### src/rtl/memory_access_stage.sv
// MEM pipeline stage: registers execute outputs, runs one data-memory access over
// req/ack (with an optional timeout abort), and selects the writeback value.
module memory_access_stage #(
  parameter int TIMEOUT = 16
) (
  input  logic        clk,
  input  logic        reset,
  input  logic [7:0]  bundle_in,
  input  logic [31:0] pc_seq_in,
  input  logic [31:0] alu_in,
  input  logic [31:0] store_data_in,
  input  logic [4:0]  reg_write_dest_in,
  output logic        stall_out,
  output logic        mem_req,
  output logic        mem_we,
  output logic [31:0] mem_addr,
  output logic [31:0] mem_wdata,
  output logic [3:0]  mem_be,
  input  logic        mem_ack,
  input  logic [31:0] mem_rdata,
  output logic        reg_write_out,
  output logic [4:0]  reg_write_dest_out,
  output logic [31:0] result_out,
  output logic        misalign_out,
  output logic        bus_error_out
);

  typedef enum logic {IDLE, BUSY} state_t;
  localparam int CW = (TIMEOUT < 2) ? 1 : $clog2(TIMEOUT);

  state_t        state_q, state_d;
  logic [7:0]    bundle_q, bundle_d;
  logic [31:0]   pc_q, pc_d, alu_q, alu_d, sd_q, sd_d, load_q, load_d;
  logic [4:0]    dest_q, dest_d;
  logic          valid_q, valid_d, req_q, req_d, we_q, we_d, berr_q, berr_d;
  logic [CW-1:0] cnt_q, cnt_d;

  function automatic logic misaligned(input logic [1:0] size, input logic [1:0] a);
    case (size)
      2'b01:   return a[0];
      2'b10:   return 1'b0;
      default: return a != 2'b00;
    endcase
  endfunction

  logic in_go, stage_mis;
  logic [3:0]  be;
  logic [31:0] wdata, ld_val;
  logic [15:0] ld_half;
  logic [7:0]  ld_byte;

  assign stall_out = (state_q == BUSY);
  assign in_go     = (bundle_in[0] | bundle_in[1]) & ~misaligned(bundle_in[5:4], alu_in[1:0]);
  assign stage_mis = valid_q & (bundle_q[0] | bundle_q[1]) & misaligned(bundle_q[5:4], alu_q[1:0]);

  always_comb begin
    state_d  = state_q;
    bundle_d = bundle_q;
    pc_d     = pc_q;
    alu_d    = alu_q;
    sd_d     = sd_q;
    dest_d   = dest_q;
    valid_d  = valid_q;
    load_d   = load_q;
    req_d    = req_q;
    we_d     = we_q;
    cnt_d    = cnt_q;
    berr_d   = 1'b0;
    if (state_q == IDLE) begin
      bundle_d = bundle_in;
      pc_d     = pc_seq_in;
      alu_d    = alu_in;
      sd_d     = store_data_in;
      dest_d   = reg_write_dest_in;
      valid_d  = 1'b1;
      if (in_go) begin
        state_d = BUSY;
        req_d   = 1'b1;
        we_d    = bundle_in[1];
        cnt_d   = '0;
      end
    end else begin
      // ack on the timeout edge counts as a normal completion
      if (mem_ack) begin
        load_d  = mem_rdata;
        req_d   = 1'b0;
        we_d    = 1'b0;
        cnt_d   = '0;
        state_d = IDLE;
      end else if (TIMEOUT != 0 && cnt_q == CW'(TIMEOUT - 1)) begin
        load_d  = '0;
        req_d   = 1'b0;
        we_d    = 1'b0;
        cnt_d   = '0;
        berr_d  = 1'b1;
        state_d = IDLE;
      end else if (TIMEOUT != 0) begin
        cnt_d = cnt_q + CW'(1);
      end
    end
  end

  always_ff @(posedge clk or negedge reset) begin
    if (!reset) begin
      state_q  <= IDLE;
      bundle_q <= '0;
      pc_q     <= '0;
      alu_q    <= '0;
      sd_q     <= '0;
      dest_q   <= '0;
      valid_q  <= 1'b0;
      load_q   <= '0;
      req_q    <= 1'b0;
      we_q     <= 1'b0;
      cnt_q    <= '0;
      berr_q   <= 1'b0;
    end else begin
      state_q  <= state_d;
      bundle_q <= bundle_d;
      pc_q     <= pc_d;
      alu_q    <= alu_d;
      sd_q     <= sd_d;
      dest_q   <= dest_d;
      valid_q  <= valid_d;
      load_q   <= load_d;
      req_q    <= req_d;
      we_q     <= we_d;
      cnt_q    <= cnt_d;
      berr_q   <= berr_d;
    end
  end

  // little-endian lane steering for stores
  always_comb begin
    be    = 4'b1111;
    wdata = sd_q;
    case (bundle_q[5:4])
      2'b10: begin
        be    = 4'b0001 << alu_q[1:0];
        wdata = {4{sd_q[7:0]}};
      end
      2'b01: begin
        be    = alu_q[1] ? 4'b1100 : 4'b0011;
        wdata = {2{sd_q[15:0]}};
      end
      default: ;
    endcase
  end

  always_comb begin
    ld_byte = load_q[8*alu_q[1:0] +: 8];
    ld_half = alu_q[1] ? load_q[31:16] : load_q[15:0];
    case (bundle_q[5:4])
      2'b10:   ld_val = bundle_q[6] ? {{24{ld_byte[7]}}, ld_byte} : {24'b0, ld_byte};
      2'b01:   ld_val = bundle_q[6] ? {{16{ld_half[15]}}, ld_half} : {16'b0, ld_half};
      default: ld_val = load_q;
    endcase
  end

  assign mem_req            = req_q;
  assign mem_we             = we_q;
  assign mem_addr           = {alu_q[31:2], 2'b00};
  assign mem_wdata          = wdata;
  assign mem_be             = req_q ? be : 4'b0000;
  assign misalign_out       = stage_mis;
  assign bus_error_out      = berr_q;
  assign reg_write_dest_out = dest_q;
  assign result_out         = bundle_q[7] ? pc_q : (bundle_q[3] ? ld_val : alu_q);
  // berr_q marks the op that was just aborted; it must not write back
  assign reg_write_out      = valid_q & bundle_q[2] & ~stall_out & ~stage_mis & ~berr_q;

endmodule

### config.mk
export PLATFORM = sky130hd
export DESIGN_NAME = memory_access_stage
export DESIGN_NICKNAME = d
export VERILOG_FILES = /design/src/rtl/memory_access_stage.sv
export SDC_FILE = /design/constraint.sdc
export NUM_CORES = 1
export LEC_CHECK = 0
export CORE_ASPECT_RATIO = 2
export CORE_MARGIN = 2
export CORE_UTILIZATION = 46
export DETAILED_ROUTE_END_ITERATION = 7
export PLACE_DENSITY_LB_ADDON = 0.12
export SETUP_SLACK_MARGIN = 0.5
export SLEW_MARGIN = 5
export SYNTH_ARGS = -nofsm -noshare
export SYNTH_HDL_FRONTEND = slang
export SYNTH_SLANG_ARGS = --single-unit
### constraint.sdc
create_clock -name clk -period 2.85 [get_ports clk]
set_clock_uncertainty 0.15 [all_clocks]
set_input_delay 0.285 -clock clk [delete_from_list [all_inputs] [get_ports clk]]
set_output_delay 0.285 -clock clk [all_outputs]
set_load 0.02 [all_outputs]
# == After elaboration in Yosys (flattened, before gate mapping) ==
# Cells that the tools add are included.
# classes
n_mux,31
n_bitwise,13
reduce_logical,6
addsub,1
shift,2
eq_ne,6
# ops
cell,n
32-bit two-way mux,6
32-bit one-hot mux with 2 select lines,2
32-bit by 6-bit variable part select with 8-bit output,1
4-bit two-way mux,6
16-bit two-way mux,1
1-bit two-way mux,13
4-bit one-hot mux with 2 select lines,1
2-bit nonzero test,4
1-bit AND,7
"4-bit by 1-bit adder with 4-bit output, second input constant",1
"2-bit by 1-bit == test with 1-bit output, second input constant",2
"2-bit == test, second input constant",2
"4-bit == test, second input constant",1
1-bit NOT,4
1-bit one-hot mux with 2 select lines,2
2-bit AND reduction,2
"1-bit by 2-bit left shift with 4-bit output, first input constant",1
"3-bit by 2-bit != test with 1-bit output, second input constant",1
1-bit OR,2
# word_totals
elab_cells,71
out_inout_bits,111
regBits,150

# == Logic depth before layout (Yosys ltp) ==
# depth
depth_word,6
ltp_mapped,9
mapped_depth_nobuf,6

# == Worst setup path after synthesis ==
# Ideal clock, no wire load.
# synth_path
path_type,register to output
from,register bundle_q[4]
to,output result_out[7]
n_path_buf,2
t_arrival_ns,2.254
setup_slack_ns,0.161
stages_incl_launch_ff,8
path_cell_list,dfrtp_1 inv_1 ha_1 clkbuf_1 nor2b_1 clkbuf_1 a221oi_1 o311ai_0
# synth_via
elab_chain_cells,4
# synth_rtl
element,line,source
"start, declared",32,"logic [7:0] bundle_q, bundle_d;"
"start signal, assigned",119,bundle_q <= bundle_d;
2-bit by 1-bit == test with 1-bit output or 2-bit == test (tied branches),153,case (bundle_q[5:4])
32-bit one-hot mux with 2 select lines *,153,
32-bit two-way mux * (2 in series),168,assign result_out = bundle_q[7] ? pc_q : (bundle_q[3] ? ld_val : alu_q);
"end, declared",23,"output logic [31:0] result_out,"
# Every way passes the cells marked *; elsewhere a longest branch is shown, timed or not.

# == Worst setup path after layout ==
# layout_path
from,register alu_q[1]
to,output result_out[29]
# layout_via
elab_chain_cells,5
# layout_rtl
element,line,source
"start, declared",33,"logic [31:0] pc_q, pc_d, alu_q, alu_d, sd_q, sd_d, load_q, load_d;"
"start signal, assigned",121,alu_q <= alu_d;
32-bit by 6-bit variable part select with 8-bit output or 16-bit two-way mux (tied branches),"151, 152",
32-bit two-way mux (on tied branches),"154, 155",
32-bit one-hot mux with 2 select lines *,153,
32-bit two-way mux * (2 in series),168,
# Marks and branches as above.

==> results.md <==
* Status: completed
* Die ar. at between 15000 and 20000 um2
* Post-route insts no fill at between 1000 and 1500
* Vias in the first global route at around 6900
* Clock Sinks at 150
* Worst Setup SP: alu_q[1]$_DFFE_PN0N_
* Dpl cells at ~1100
* Main synth FF type: dfrtp_1
* Die width at 95.0 um
* EDFF count, synth at 0
* Grt ovf at 0
* RD Place Congestion at 0.927
* Startpoint Class: register
* Drt first pass iters at 4
* Netlist Area Pre-Place at 7610 um2
* Cell count after synthesis at 690
* WL per Instance at 22.1 um
* Worst Hold Class: in2async
* Gr usage total at 28.2%
* P_int at 7.76 mW
* Most frequent cells in the layout: 189 x clkdlybuf4s50_1, 146 x dfrtp_1, 108 x mux2_2
* Max cap viols at 0
* Min cycle time layout at approximately 2.8 ns
* Final period utilization at 99.1%
* Tightest Pin Transition at 0.678 ns
* Psw at between 5 and 6 mW
* Yosys top cell by area: dfrtp_1
* Mean Syn Cell Area at 11.0 um2
* CP Data Required Time at roughly 2.4 ns
* Drt initial violations at between 300 and 400
* Synth area leaders: dfrtp_1 49%, mux2_2 16%, a22o_1 5.3%
* Port Buf Inserts at roughly 250
* Register share of total power at 26.6%
* R2r startpoint: cnt_q[0]$_DFFE_PN0P_
* # nets final at approximately 1100
* Post-synthesis sequential area ratio at 49.3%
* Share of cells above drive strength 1 at 39.0%
* Setup WS pre-CTS at -0.205 ns
* Slowest stage delay, CP at around 0.56 ns
* Count of cell types in the netlist at 45
* I/O pins at approximately 260
* Yosys top cell area share at 49.3%
* Worst-path clk slew at roughly 0.060 ns
* Clock H-tree levels at 4
* Filler cells at 1195
* CP top delay family: compound AO/OA/AOI/OAI gates
* Total Routed Length at 25.7 mm
* WP buf/inv at 2
* Crit Path Category: reg2out
* Clock power share at 16.8%
* Arrival time at the worst endpoint at 2.39 ns
* Vias per cell at about 5.6
* VDD IR max at 900 uV
* Largest net degree at the start of global routing at 69
* Core area at approximately 16000 um2
* Max-slew violation count at 0
* Clock latency on the worst-skew pair at 0.42 ns
* P per Cell Area at between 1000 and 1500 nW/um2
* Area growth, synth to finish at 54.9%
* CP max stage cell: mux4_2
* Commonest non-fill, non-tap cell in the layout: clkdlybuf4s50_1
* Drt drc at 0
* Slew headroom at a little over half
* Reg2reg end: mem_we$_DFFE_PN0P_
* Reg2Reg Depth at 6
* Initial antenna violation count at 2
* Synth warn at 0
* Worst-path cell chain: mux4_2, a221o_1, buf_12, a21oi_4, o31ai_4, buf_4
* Worst path depth at 6
* Die height at 186 um
* Final hold vios at 0
* Initial Util at a little under half
* First-pass GRT wire length at ~37 mm
* WHS at between 0.2 and 0.3 ns
* Final setup violation count at 0
* CTS tree: built
* Row cnt at 66
* Via count at ~6500
* RSZ-0062 raised after global routing: yes
* Fmax at 354 MHz
* Root Driver: clkbuf_16
* Leakage at roughly 5.0 nW
* Detail Placement HPWL at ~18 mm
* Seq cells post-synth at 150
* Crit-path max FO at 16
* Combinational power share at between 50% and 60%
* Setup ws final at 0.0268 ns
* Sw frac at 40.7%
* DRT antenna net count at 0
* Critical Path End Type: output port
* Final setup TNS at 0 ns
* TritonCTS Buffers at 17
* Buffer levels on the longest clock path at 2
* Reg2reg setup slack at roughly 0.86 ns
* Asr flop ratio synth at 100%
## flip-flops by register name (all words and copies together) (netlist names), 4 cells and up
| name | cells |
|---|---|
| pc_q | 32 |
| sd_q | 32 |
| reg_write_dest_out | 5 |
| cnt_q | 4 |
| alu_q | 32 |
| bundle_q | 8 |
| load_q | 32 |
## worst register-to-register path, stage by stage, from the launching register on
cell and delay [ns]:
dfrtp_1 0.44, ha_1 0.27, and3_1 0.21, o21ai_4 0.42, buf_12 0.23, nand2_1 0.06, mux2i_1 0.13
## final cells by class
class	count	area [um2]	area share, %
sequential	150	3760	31.9
timing repair buffer	327	3280	27.8
inverter	8	37.5	0.318
multi-input combinational	439	3880	33.0
clock inverter	8	98.8	0.838
tap	204	255	2.16
antenna	2	5.00	0.0424
clock buffer	24	472	4.00
## cell families after synthesis
| kind of cell | count (synthesis) | share of synthesized area [%] |
|---|---|---|
| flops | 150 | 49.3 |
| buf+inv | 102 | 7.28 |
| mux | 117 | 17.3 |
| simple gates | 138 | 8.30 |
| other cells | 1 | 0.0493 |
| compound gates | 178 | 17.1 |
| fa+ha+maj | 4 | 0.657 |
## power groups by stage
stage,logic (mW),clock network (mW),registers [mW]
floorplan,3.85,0,3.20
global route,7.80,2.32,3.55
detailed placement,6.17,0,3.45
global placement,6.12,0,3.42
CTS,6.34,2.23,3.44
finish,7.39,2.20,3.48
## per-stage QoR
stage,total power [mW],utilization (%),instance area (um2)
CTS,12.0,68.5,11100
detailed placement,9.62,63.7,10400
global placement,9.54,63.7,10400
floorplan,7.05,-,7770
global route,13.7,72.5,11800
finish,13.1,72.5,11800
## metal layers
metal,wire [um],GRT usage [%],vias up
met3,1470,6.48,63
li1,-,-,2963
met5,0,0,-
met4,1220,13.6,0
met2,14700,54.2,249
met1,8330,27.3,3262
## worst max path at each step
stage,endpoint,slack (ns)
after global placement,result_out[13],-0.12
after CTS,result_out[18],0.06
after detailed placement,result_out[13],-0.21
final,result_out[29],0.03
after global routing,result_out[30],-0.03
after floorplan,result_out[7],0.41
## Yosys cell counts (5+ instances only)
cell type / n
clkbuf_1: 44
nand2b_1: 12
buf_2: 5
o31ai_1: 17
nand2_1: 74
o2bb2ai_1: 7
a22o_1: 46
nor2_1: 15
a21oi_2: 10
a221o_1: 10
a22oi_1: 8
a221oi_1: 8
mux2i_1: 8
nor2b_1: 6
a21oi_1: 12
inv_1: 8
dfrtp_1: 150
o21ai_0: 47
mux2_2: 108
buf_4: 40
nand3_1: 17
## repair_timing
action,4_1_cts,5_1_grt
endpoints found under the setup margin,63,62
gates cloned,1,3
pin swaps,7,19
endpoints found under the hold margin,64,0
hold buffers,1,0
setup buffers,14,21
gates resized for setup,260,188
No activity file was read; power rests on OpenSTA's default activity.
